### src/rtl/oam_dma_controller.sv
// Sprite DMA engine: a CPU write to the trigger address halts the CPU through RDY and copies one
// page of CPU memory to the PPU OAM data port, alternating get (read) and put (write) cycles.
module oam_dma_controller #(
  parameter logic [15:0] DMA_TRIGGER_ADDRESS = 16'h4014,
  parameter logic [15:0] OAM_DATA_ADDRESS    = 16'h2004,
  parameter int unsigned TRANSFER_LENGTH     = 256
) (
  input  logic        i_clk,
  input  logic        i_reset,
  input  logic        i_cpu_rw,
  input  logic [15:0] i_cpu_address,
  input  logic [7:0]  i_cpu_data,
  input  logic [7:0]  i_bus_data,
  output logic        o_cpu_rdy,
  output logic        o_bus_request,
  output logic [15:0] o_address,
  output logic        o_rw,
  output logic [7:0]  o_data,
  output logic        o_busy
);

  typedef enum logic [2:0] {StIdle, StHalt, StAlign, StGet, StPut} state_e;

  localparam logic [7:0] LastIndex = 8'(TRANSFER_LENGTH - 1);

  state_e     state_q, state_d;
  logic       put_q, put_d;
  logic [7:0] page_q, page_d;
  logic [7:0] index_q, index_d;
  logic [7:0] data_q, data_d;

  always_ff @(posedge i_clk) begin
    if (i_reset) begin
      state_q <= StIdle;
      put_q   <= 1'b0;
      page_q  <= 8'h00;
      index_q <= 8'h00;
      data_q  <= 8'h00;
    end else begin
      state_q <= state_d;
      put_q   <= put_d;
      page_q  <= page_d;
      index_q <= index_d;
      data_q  <= data_d;
    end
  end

  // put_q is a free-running get/put parity that the transfer aligns itself to.
  always_comb begin
    state_d = state_q;
    put_d   = ~put_q;
    page_d  = page_q;
    index_d = index_q;
    data_d  = data_q;
    case (state_q)
      StIdle: begin
        if (!i_cpu_rw && (i_cpu_address == DMA_TRIGGER_ADDRESS)) begin
          page_d  = i_cpu_data;
          state_d = StHalt;
        end
      end
      StHalt: begin
        if (i_cpu_rw) begin
          state_d = put_q ? StGet : StAlign;
        end
      end
      StAlign: begin
        state_d = StGet;
      end
      StGet: begin
        data_d  = i_bus_data;
        state_d = StPut;
      end
      StPut: begin
        if (index_q == LastIndex) begin
          index_d = 8'h00;
          state_d = StIdle;
        end else begin
          index_d = index_q + 8'h01;
          state_d = StGet;
        end
      end
      default: state_d = StIdle;
    endcase
  end

  always_comb begin
    o_cpu_rdy     = (state_q == StIdle);
    o_busy        = ~o_cpu_rdy;
    o_bus_request = 1'b0;
    o_address     = 16'h0000;
    o_rw          = 1'b1;
    o_data        = data_q;
    case (state_q)
      StGet: begin
        o_bus_request = 1'b1;
        o_address     = {page_q, index_q};
      end
      StPut: begin
        o_bus_request = 1'b1;
        o_address     = OAM_DATA_ADDRESS;
        o_rw          = 1'b0;
      end
      default: ;
    endcase
  end

endmodule
### config.mk
export PLATFORM = sky130hd
export DESIGN_NAME = oam_dma_controller
export DESIGN_NICKNAME = d
export VERILOG_FILES = /design/src/rtl/oam_dma_controller.sv
export SDC_FILE = /design/constraint.sdc
export NUM_CORES = 1
export LEC_CHECK = 0
export CORE_MARGIN = 10
export CORE_UTILIZATION = 38
export CTS_BUF_LIST = sky130_fd_sc_hd__clkbuf_2
export CTS_CLUSTER_SIZE = 20
export DETAILED_ROUTE_END_ITERATION = 12
export GPL_TIMING_DRIVEN = 0
export PLACE_DENSITY_LB_ADDON = 0.05
export SYNTH_ARGS = -nofsm -noshare
export SYNTH_HDL_FRONTEND = slang
export SYNTH_SLANG_ARGS = --single-unit
export TNS_END_PERCENT = 5
### constraint.sdc
create_clock -name i_clk -period 1.24 [get_ports i_clk]
set_input_delay 0.248 -clock i_clk [delete_from_list [all_inputs] [get_ports i_clk]]
set_output_delay 0.248 -clock i_clk [all_outputs]
set_load 0.02 [all_outputs]
# After elaboration in Yosys (flattened, before gate mapping)
# Cells that the tools add are included.
# Widths: inputs -> output; s select.
totals:
  elab_cells: 31
  in_bits: 35
  output_inout_bits: 28
  register_bits: 28
classes:
  n_eq_ne: 8
  bitwise_logic: 2
  n_mux: 9
  reduce_logical: 6
  n_addsub: 1
op_table:
  columns: ["op", "n"]
  rows:
  - ["$pmux 16 s2", 1]
  - ["$eq 16x15->1 const B", 1]
  - ["$pmux 3 s5", 1]
  - ["$add 8x1->8 const B", 1]
  - ["$eq 8x8->1 const B", 1]
  - ["$mux 8", 1]
  - ["$eq 3x2->1 const B", 2]
  - ["$mux 3", 2]
  - ["$reduce_and 2->1", 2]
  - ["$eq 3x1->1 const B", 1]
  - ["$eq 3x3->1 const B", 1]
  - ["$logic_not 3->1", 1]
  - ["$mux 1", 3]
  - ["$mux 2", 1]
  - ["$ne 2x1->1 const B", 1]
  - ["$ne 2x2->1 const B", 1]
  - ["$not 1->1", 2]
  - ["$reduce_or 2->1", 1]
  - ["$logic_and 1x1->1", 1]
  - ["$logic_not 1->1", 1]

# Longest topological paths before layout
# Gate-level depths: netlist of run 1.
depth:
  ltp_word: 4
  ltp_mapped: 5
  depth_no_buf: 5

# Least setup slack after synthesis of run 1
# No wires, ideal clock.
synth_timing:
  path_type: "register -> output"
  startpoint: "register state_q[0]"
  endpoint: "output o_busy"
  slack_ns: -0.258
  stages_incl_launch_ff: 4
  arrival_ns: 1.250
  t_required_ns: 0.992
  n_path_buf: 1
  cell_sequence: "dfxtp_1 -> nor3_1 -> clkbuf_1 -> inv_1"
synth_between:
  elab_chain_cells: 2
synth_rtl:
  columns: ["element", "line", "source"]
  rows:
  - ["from (decl)", "26", "state_e state_q, state_d;"]
  - ["from (signal assigned)", "34", "state_q <= StIdle;"]
  - ["from (signal assigned)", "40", "state_q <= state_d;"]
  - ["$logic_not 3->1", "88", "o_cpu_rdy = (state_q == StIdle);"]
  - ["named net o_cpu_rdy", "14", "output logic o_cpu_rdy,"]
  - ["$not 1->1", "89", "o_busy = ~o_cpu_rdy;"]
  - ["to (decl)", "19", "output logic o_busy"]
# The timed path passes the listed nets, and every way through them passes these cells.

# Worst setup path after layout of run 1
layout_timing:
  startpoint: "register state_q[2]"
  endpoint: "output o_address[0]"
layout_between:
  elab_chain_cells: 2
  word_cells_on_any_way: 3
  cone_classes: "2 x eq/ne; 1 x mux"
layout_rtl:
  columns: ["element", "line", "source"]
  rows:
  - ["$eq 3x3->1 or $eq 3x2->1 (tied branches)", "94", "case (state_q)"]
  - ["$pmux 16 s2 (*)", "94", null]
  - ["to (decl)", "16", "output logic [15:0] o_address,"]
# Mark *: on every way between the ends. The rest lies on a longest branch, timed or not.

==> results of run 1 <==
## power groups by stage
| stage | Sequential, mW | Combinational (mW) | Clock (mW) |
|---|---|---|---|
| after floorplan | 0.928 | 0.0290 | 0 |
| after global placement | 0.930 | 0.144 | 0 |
| after detailed placement | 0.930 | 0.146 | 0 |
| after CTS | 0.902 | 0.152 | 0.565 |
| after global routing | 0.905 | 0.165 | 0.614 |
| final | 0.903 | 0.152 | 0.558 |
## worst max path at each step
stage                               end  slack, ns  cells after the start
after floorplan           o_address[13]      -0.05                      5
after global placement    o_address[15]      -0.69                      4
after detailed placement  o_address[15]      -0.76                      4
after CTS                 o_address[13]      -0.55                      6
after global routing      o_address[13]      -0.58                      5
final                      o_address[0]      -0.50                      4
## sequential cells by signal, summed over array words and instances (netlist names)
name and cells:
put_q 1, page_q 8, o_data 8, state_q 3
index_q 8
## metrics by stage
| stage | cells | instance area [sq um] | power [mW] |
|---|---|---|---|
| floorplan | 167 | 1360 | 0.957 |
| global placement | 275 | 2040 | 1.07 |
| detailed placement | 275 | 2040 | 1.08 |
| CTS | 292 | 2260 | 1.62 |
| global route | 296 | 2380 | 1.68 |
| finish | 296 | 2380 | 1.61 |
## cell usage in the layout (no fill, tap or decap), drive strengths merged
cell type and count:
buf 48, clkdlybuf4s50 34, nand2 30, dfxtp 28, a21oi 20, and3 16, nand4 12, o21ai 12
clkbuf 9, nor2 8, xor2 3, o21a 2, or3 2, mux2 2, inv 2, and2b 2
and2 2, nor3 2, nand3 2, nor3b 1, nor4 1, nor4b 1, and4bb 1, mux2i 1
a41oi 1, a311oi 1, nand4bb 1, o31ai 1, nor2b 1, nand2b 1, a221oi 1, ha 1
bufinv 1
## final cells by class
| cell class | count | area (sq um) |
|---|---|---|
| fillers | 307 | 983 |
| multi-input cells | 128 | 863 |
| repair buffers | 79 | 733 |
| flip-flops and latches | 28 | 593 |
| plain buffers | 9 | 77.6 |
| well taps | 46 | 57.6 |
| clock inverters | 1 | 30.0 |
| clock buffers | 3 | 15.0 |
| inverters | 2 | 10.0 |
## routing by layer
metal / wire [um] / part of all wire (%) / GRT usage, %
met1: 1920 / 42 / 16.6
met2: 2420 / 53 / 25.8
met3: 199 / 4.3 / 3.15
met4: 41 / 0.90 / 3.58
met5: 0 / 0 / 0
## cell families after synthesis
family / count (synthesis) / share of synthesized area (%)
flip-flops: 28 / 42.1
AO/OA/AOI/OAI: 38 / 15.7
AND/OR/NAND/NOR: 82 / 33.1
XOR/XNOR: 3 / 1.97
multiplexers: 3 / 2.44
buffers and inverters: 12 / 3.85
adder cells (fa/ha/maj): 1 / 0.939
## worst max-delay path, cell delays in order, from the launching register on
cell	delay [ns]
dfxtp_2	0.40
and2b_4	0.30
buf_6	0.13
and3_2	0.19
buf_6	0.11
## timing repair
item,4_1_cts,5_1_grt
resized for setup,189,30
cloned,2,0
buffers inserted,11,5
pin swaps,6,16
setup endpoints to repair,56,51
==> results.txt, run 1 <==
----------------------------------------------------
[Power]
  Relative contribution of the clock network to total power ... 34.6%
  Sw power ... 332 uW
  Switch share ... 20.6%
  Worst supply voltage drop on vdd ... around 0.45 mV
  Internal power component ... 1.28 mW
  Sequential share of power ... ~56%
  Logic gate share of total power ... approximately a tenth
  Power density normalized to cell area ... 678 nW/um^2
  Leakage Power ... approximately 0.97 nW

[Yosys]
  Synth top cells by count ... nand2_1 (30), dfxtp_1 (28), a21oi_1 (20)
  Number of library cell types mapped by synthesis ... 33
  Number of synthesis warnings ... 0
  Mean area per synthesized cell ... 7.98 sq um
  Synthesis-stage register bit count ... 28
  Cell taking the most area after synthesis ... dfxtp_1
  Yosys top cell area share ... 42.1%
  Commonest register cell after synthesis ... dfxtp_1
  Cell with the most instances after synthesis ... nand2_1
  Number of cells produced by synthesis ... 167
  Post-synthesis instance area ... 1330 sq um
  Total nets after synthesis ... 203
  Number of flops mapped to enable cells by yosys ... 0
  Proportion of register bits with asynchronous set or reset after synthesis ... 0%
  Cells taking the most area after synthesis ... dfxtp_1 (42%), nand2_1 (8.5%), a21oi_1 (7.5%)
  Seq/Total Area, Yosys ... between 40% and 50%

[Critical path]
  Terminus of the critical flop-to-flop path ... index_q[0]
  Crit Reg-Reg Startpoint ... state_q[2]
  Data required time at the worst endpoint ... 0.99 ns
  Startpoint class of the critical path ... flop
  Worst-path fanout max ... 5
  Startpoint-to-endpoint class of the critical path ... reg2out
  Arr. time, crit path ... 1.49 ns
  Setup slack on the worst flop-to-flop path ... -0.26 ns
  Worst Setup SP ... state_q[2]
  Logic depth of the worst register-to-register path ... 6
  Crit. End Element ... output pin

[Place]
  Post-detail-place hpwl ... approximately 3.3 mm
  Count of buffers from port buffering ... slightly above 60
  Weighted congestion reported at the end of routability-driven placement ... 0.735
  Place WS ... -0.758 ns

[Floorplan]
  Die ar. ... approximately 6300 sq um
  Initial core utilization ... approximately two fifths
  Standard-cell rows ... 21
  Boundary pin count ... 63
  Die span in x ... 79.2 um
  Die Height ... 79.2 um
  Core area ... ~3400 sq um

[Clock network]
  Hold bufs inserted after CTS ... 0
  Clock Pin Slew Worst Setup and Hold Paths ... 0.27 ns
  TritonCTS clock tree ... yes
  H-Tree Depth ... 1
  Worst-skew pair later-pin latency ... about 0.37 ns
  Clock buffers created by TritonCTS ... 3
  Total number of clock tree sinks ... 28
  Bufs on Longest Clock Path ... 2
  Clock root cell ... clkbuf_2

[Cells and area]
  Final Net Count ... 287
  Antenna diode count ... 0
  Fraction of the core area covered by cells at the end of the flow ... 70.8%
  Proportion of layout cells with a drive suffix above 1 ... 43.2%
  Area growth syn-to-layout ... 78.6%

[Route]
  Via count ... 1537
  Starting DRC count in detailed routing ... 85
  Post-detailed-route count of antenna-violating nets ... 0
  Final wirelength ... 4.58 mm
  Via-to-Cell Ratio ... 5.19
  Remaining routing DRC violations ... 0
  Drt pass-1 iters ... 5
  Wire length per cell after detailed routing ... 15.5 um

[Worst hold path]
  Capture endpoint of the worst hold path ... o_data[1]
  WHS Path Cells ... 3
  Type of the most critical hold path ... in2reg
  Hold path startpoint ... i_bus_data[1]

[Status]
  Result of the run ... finished, violations left
  Failing checks ... negative setup slack

[Timing]
  Fin Setup TNS ... -11.55 ns
  Final hold slack ... between 0.3 and 0.4 ns
  Slew at the pin closest to its max-slew limit ... around 0.49 ns
  Final setup slack of the worst path ... -0.496 ns
  Final Hold Violating Endpoints ... 0
  Tightest slew margin relative to the limit ... around two thirds
  Crit share post-route ... 140%
  Min cycle time layout ... between 1.5 and 2 ns
  Worst clock skew ... 0.00997 ns
  Unrepaired setup endpoints after global routing ... yes
  Pins Over Slew Limit ... 0
  Count of final setup violators ... 40
  Highest clock rate ... 0.576 GHz

[GRT]
  First-pass GRT wire length ... 7.49 mm
  Grt ovf ... 0
  Via count of the first global-routing pass ... 1573
  Overall track demand over capacity in global routing ... 14.3%
  Initial antenna violation count ... 0
  Pin count of the biggest net entering global routing ... 17

[Job]
  Max-capacitance violation count ... 0

----------------------------------------------------
No activity file was read; power rests on OpenSTA's default activity.
==> run 2, diff against run 1 <==
--- a/config.mk
+++ b/config.mk
@@ -7,4 +7,6 @@
 export LEC_CHECK = 0
+export CELL_PAD_IN_SITES_DETAIL_PLACEMENT = 1
+export CELL_PAD_IN_SITES_GLOBAL_PLACEMENT = 2
 export CORE_MARGIN = 10
-export CORE_UTILIZATION = 38
+export CORE_UTILIZATION = 20
 export CTS_BUF_LIST = sky130_fd_sc_hd__clkbuf_2
@@ -13,3 +15,3 @@
 export GPL_TIMING_DRIVEN = 0
-export PLACE_DENSITY_LB_ADDON = 0.05
+export PLACE_DENSITY_LB_ADDON = 0.1
 export SYNTH_ARGS = -nofsm -noshare
==> constraint.sdc (replaced) <==
create_clock -name i_clk -period 1.24 [get_ports i_clk]
set_input_delay 0.186 -clock i_clk [delete_from_list [all_inputs] [get_ports i_clk]]
set_output_delay 0.186 -clock i_clk [all_outputs]
set_load 0.02 [all_outputs]
==> run 2 against run 1 <==
Compared with the run above: the run still ends with negative setup slack left; die area rose by 65%; clock skew rose by 0.00051 ns; first-iteration DRC count fell by 47%; power fell by 13%; worst setup slack improved by 0.027 ns; hold slack got worse by 0.061 ns; cell count rose by 9.8%; critical path depth did not move; register-to-register slack barely moved; sequential power fell by 0.6%; critical path type unchanged.
==> results.txt, run 2 (synthesis results as in run 1) <==
----------------------------------------------------
[Critical path]
  Crit. End Element ... output pin
  Crit Reg-Reg Startpoint ... state_q[2]
  WP buf/inv ... 2 (unchanged)
  Cell type of the slowest stage on the worst timing path ... dfxtp_4
  Category of cells accounting for the largest share of critical-path delay ... simple AND/OR/NAND/NOR gates
  Startpoint-to-endpoint class of the critical path ... reg2out
  Arr. time, crit path ... 1.52 ns (+0.03 ns)
  Setup slack on the worst flop-to-flop path ... -0.26 ns (about the same)
  Startpoint class of the critical path ... flop
  Worst Setup SP ... state_q[2]
  Worst-path fanout max ... 10 (+5)
  Crit path cell chain ... and2b_4 -> buf_8 -> and3_1 -> buf_6
  Data required time at the worst endpoint ... 1.05 ns (+0.06 ns)
  Crit-path max cell delay ... 0.41 ns (about the same)

[Clock network]
  Bufs on Longest Clock Path ... 2 (unchanged)
  H-Tree Depth ... 1 (unchanged)
  Worst-skew pair later-pin latency ... 0.37 ns (about the same)
  Clock Pin Slew Worst Setup and Hold Paths ... 0.26 ns (about the same)
  TritonCTS clock tree ... yes
  Clock buffers created by TritonCTS ... 3 (unchanged)
  Clock root cell ... clkbuf_2
  Total number of clock tree sinks ... 28 (unchanged)

[Cells and area]
  Proportion of layout cells with a drive suffix above 1 ... 37.9% (-5.3 points)
  Non-filler instance count after layout ... 325 (+9.8%)
  Leading cell type in the layout, fill and taps excluded ... clkdlybuf4s50_1
  Most frequent cells in the layout ... clkdlybuf4s50_1 (34), nand2_1 (23), buf_6 (22)
  Final Net Count ... 285 (-0.70%)
  Fraction of the core area covered by cells at the end of the flow ... 36.4% (-34 points)
  Area growth syn-to-layout ... 75.4%
  Antenna diode count ... 0 (unchanged)

[GRT]
  Grt ovf ... 0 (unchanged)
  GR met2 Demand/Resource ... 17.0% (-8.8 points)
  Layer with the highest usage ... met2
  Pin count of the biggest net entering global routing ... 16 (-1)
  Initial antenna violation count ... 0 (unchanged)
  Via count of the first global-routing pass ... 1583 (+0.64%)
  Global-route track usage on met1 ... 11.8% (-4.7 points)
  Overall track demand over capacity in global routing ... 9.89% (-4.4 points)
  First-pass GRT wire length ... 8.20 mm (+9.6%)
  Met3 GRT Util ... 3.54% (+0.39 points)

[Timing]
  Final setup slack of the worst path ... -0.469 ns (+0.0273 ns)
  Tightest slew margin relative to the limit ... 76.2% (+8.6 points)
  Final Hold Violating Endpoints ... 0 (unchanged)
  Unrepaired setup endpoints after global routing ... yes
  Crit share post-route ... 138% (-2.2 points)
  Count of final setup violators ... 45 (+13%)
  Slew at the pin closest to its max-slew limit ... 0.355 ns (-0.130 ns)
  Pins Over Slew Limit ... 0 (unchanged)
  Fin Setup TNS ... -11.09 ns (+0.454 ns)
  Highest clock rate ... 0.585 GHz (+1.6%)
  Min cycle time layout ... 1.71 ns (-0.0273 ns)
  Worst clock skew ... 0.0105 ns (+0.000507 ns)

[Route]
  Starting DRC count in detailed routing ... 45 (-47%)
  Via-to-Cell Ratio ... 4.67 (-10%)
  Final wirelength ... 5.25 mm (+15%)
  Drt pass-1 iters ... 4 (-1)
  Remaining routing DRC violations ... 0 (unchanged)
  Wire length per cell after detailed routing ... 16.2 um (+4.5%)
  Post-detailed-route count of antenna-violating nets ... 0 (unchanged)
  Via count ... 1519 (-1.2%)

[Floorplan]
  Die Height ... 102 um (+28%)
  Core area ... 6420 sq um (+91%)
  Die ar. ... 10300 sq um (+65%)
  Die span in x ... 102 um (+28%)
  Standard-cell rows ... 29 (+38%)
  Initial core utilization ... 20.7% (-19 points)
  Boundary pin count ... 63 (unchanged)

[Status]
  Failing checks ... negative setup slack
  Result of the run ... finished, violations left

[Worst hold path]
  Type of the most critical hold path ... in2reg
  Hold path startpoint ... i_bus_data[7]

[Place]
  Count of buffers from port buffering ... 62 (unchanged)
  Place WS ... -0.748 ns (+0.0102 ns)
  Weighted congestion reported at the end of routability-driven placement ... 0.711 (-3.2%)
  Post-detail-place hpwl ... 3.84 mm (+16%)
  Inst Count DP ... 306 (+11%)

[Power]
  Leakage Power ... 0.956 nW (-1.9%)
  Worst supply voltage drop on vdd ... 0.280 mV (-38%)
  Total chip power ... 1.41 mW (-13%)
  Power density normalized to cell area ... 602 nW/um^2 (-11%)

[Job]
  Max-capacitance violation count ... 0 (unchanged)

----------------------------------------------------
run 2: cell count changes in the layout (fill, tap and decap cells not counted), sizes merged:
cell | before | now
buf | 48 | 47
clkinv | 0 | 1
and2b | 2 | 1
bufinv | 1 | 0
run 2: path summary, 6_finish.rpt:
kind                  end  depth (start not counted)
min reg2reg         put_q                          1
max          o_address[7]                          4
max reg2reg    index_q[0]                          7
min             o_data[7]                          3
run 2: per-layer routing:
| metal | vias up | wire (um) |
|---|---|---|
| met2 | 35 | 2610 |
| met1 | 718 | 2280 |
| li1 | 764 | - |
| met5 | - | 0 |
| met4 | 0 | 15 |
| met3 | 2 | 337 |
run 2: area by class of cell:
| cell class | count | area (sq um) |
|---|---|---|
| buffer | 9 | 68.8 |
| clock buffer | 3 | 15.0 |
| clock inverter | 1 | 3.75 |
| fill | 782 | 4090 |
| inverter | 2 | 10.0 |
| multi-input combinational | 127 | 812 |
| sequential | 28 | 598 |
| tap | 77 | 96.3 |
| timing repair buffer | 78 | 733 |
run 2: timing repair:
item                                    4_1_cts  5_1_grt
pin swaps                                    10        7
hold buffers                                  0        0
endpoints found under the setup margin       56       48
resized for setup                           181       33
buffers inserted                              7        9
run 2: report_power, final:
part / internal [mW] / switching [mW] / leakage, nW / total (mW)
clock network: 0.0700 / 0.285 / 0.0140 / 0.355
registers: 0.893 / 0.00559 / 0.236 / 0.898
logic: 0.108 / 0.0460 / 0.705 / 0.154
run 2: worst min-delay path, stage by stage:
cell	delay, ns
clkdlybuf4s50_1	0.39
nand2_1	0.06
a21oi_1	0.05
run 2: through the flow:
stage,hold WS (ns),cell area [sq um]
global route,0.248,2340
CTS,0.276,2200
floorplan,0.322,1350
finish,0.312,2340
global placement,0.401,2060
detailed placement,0.410,2060
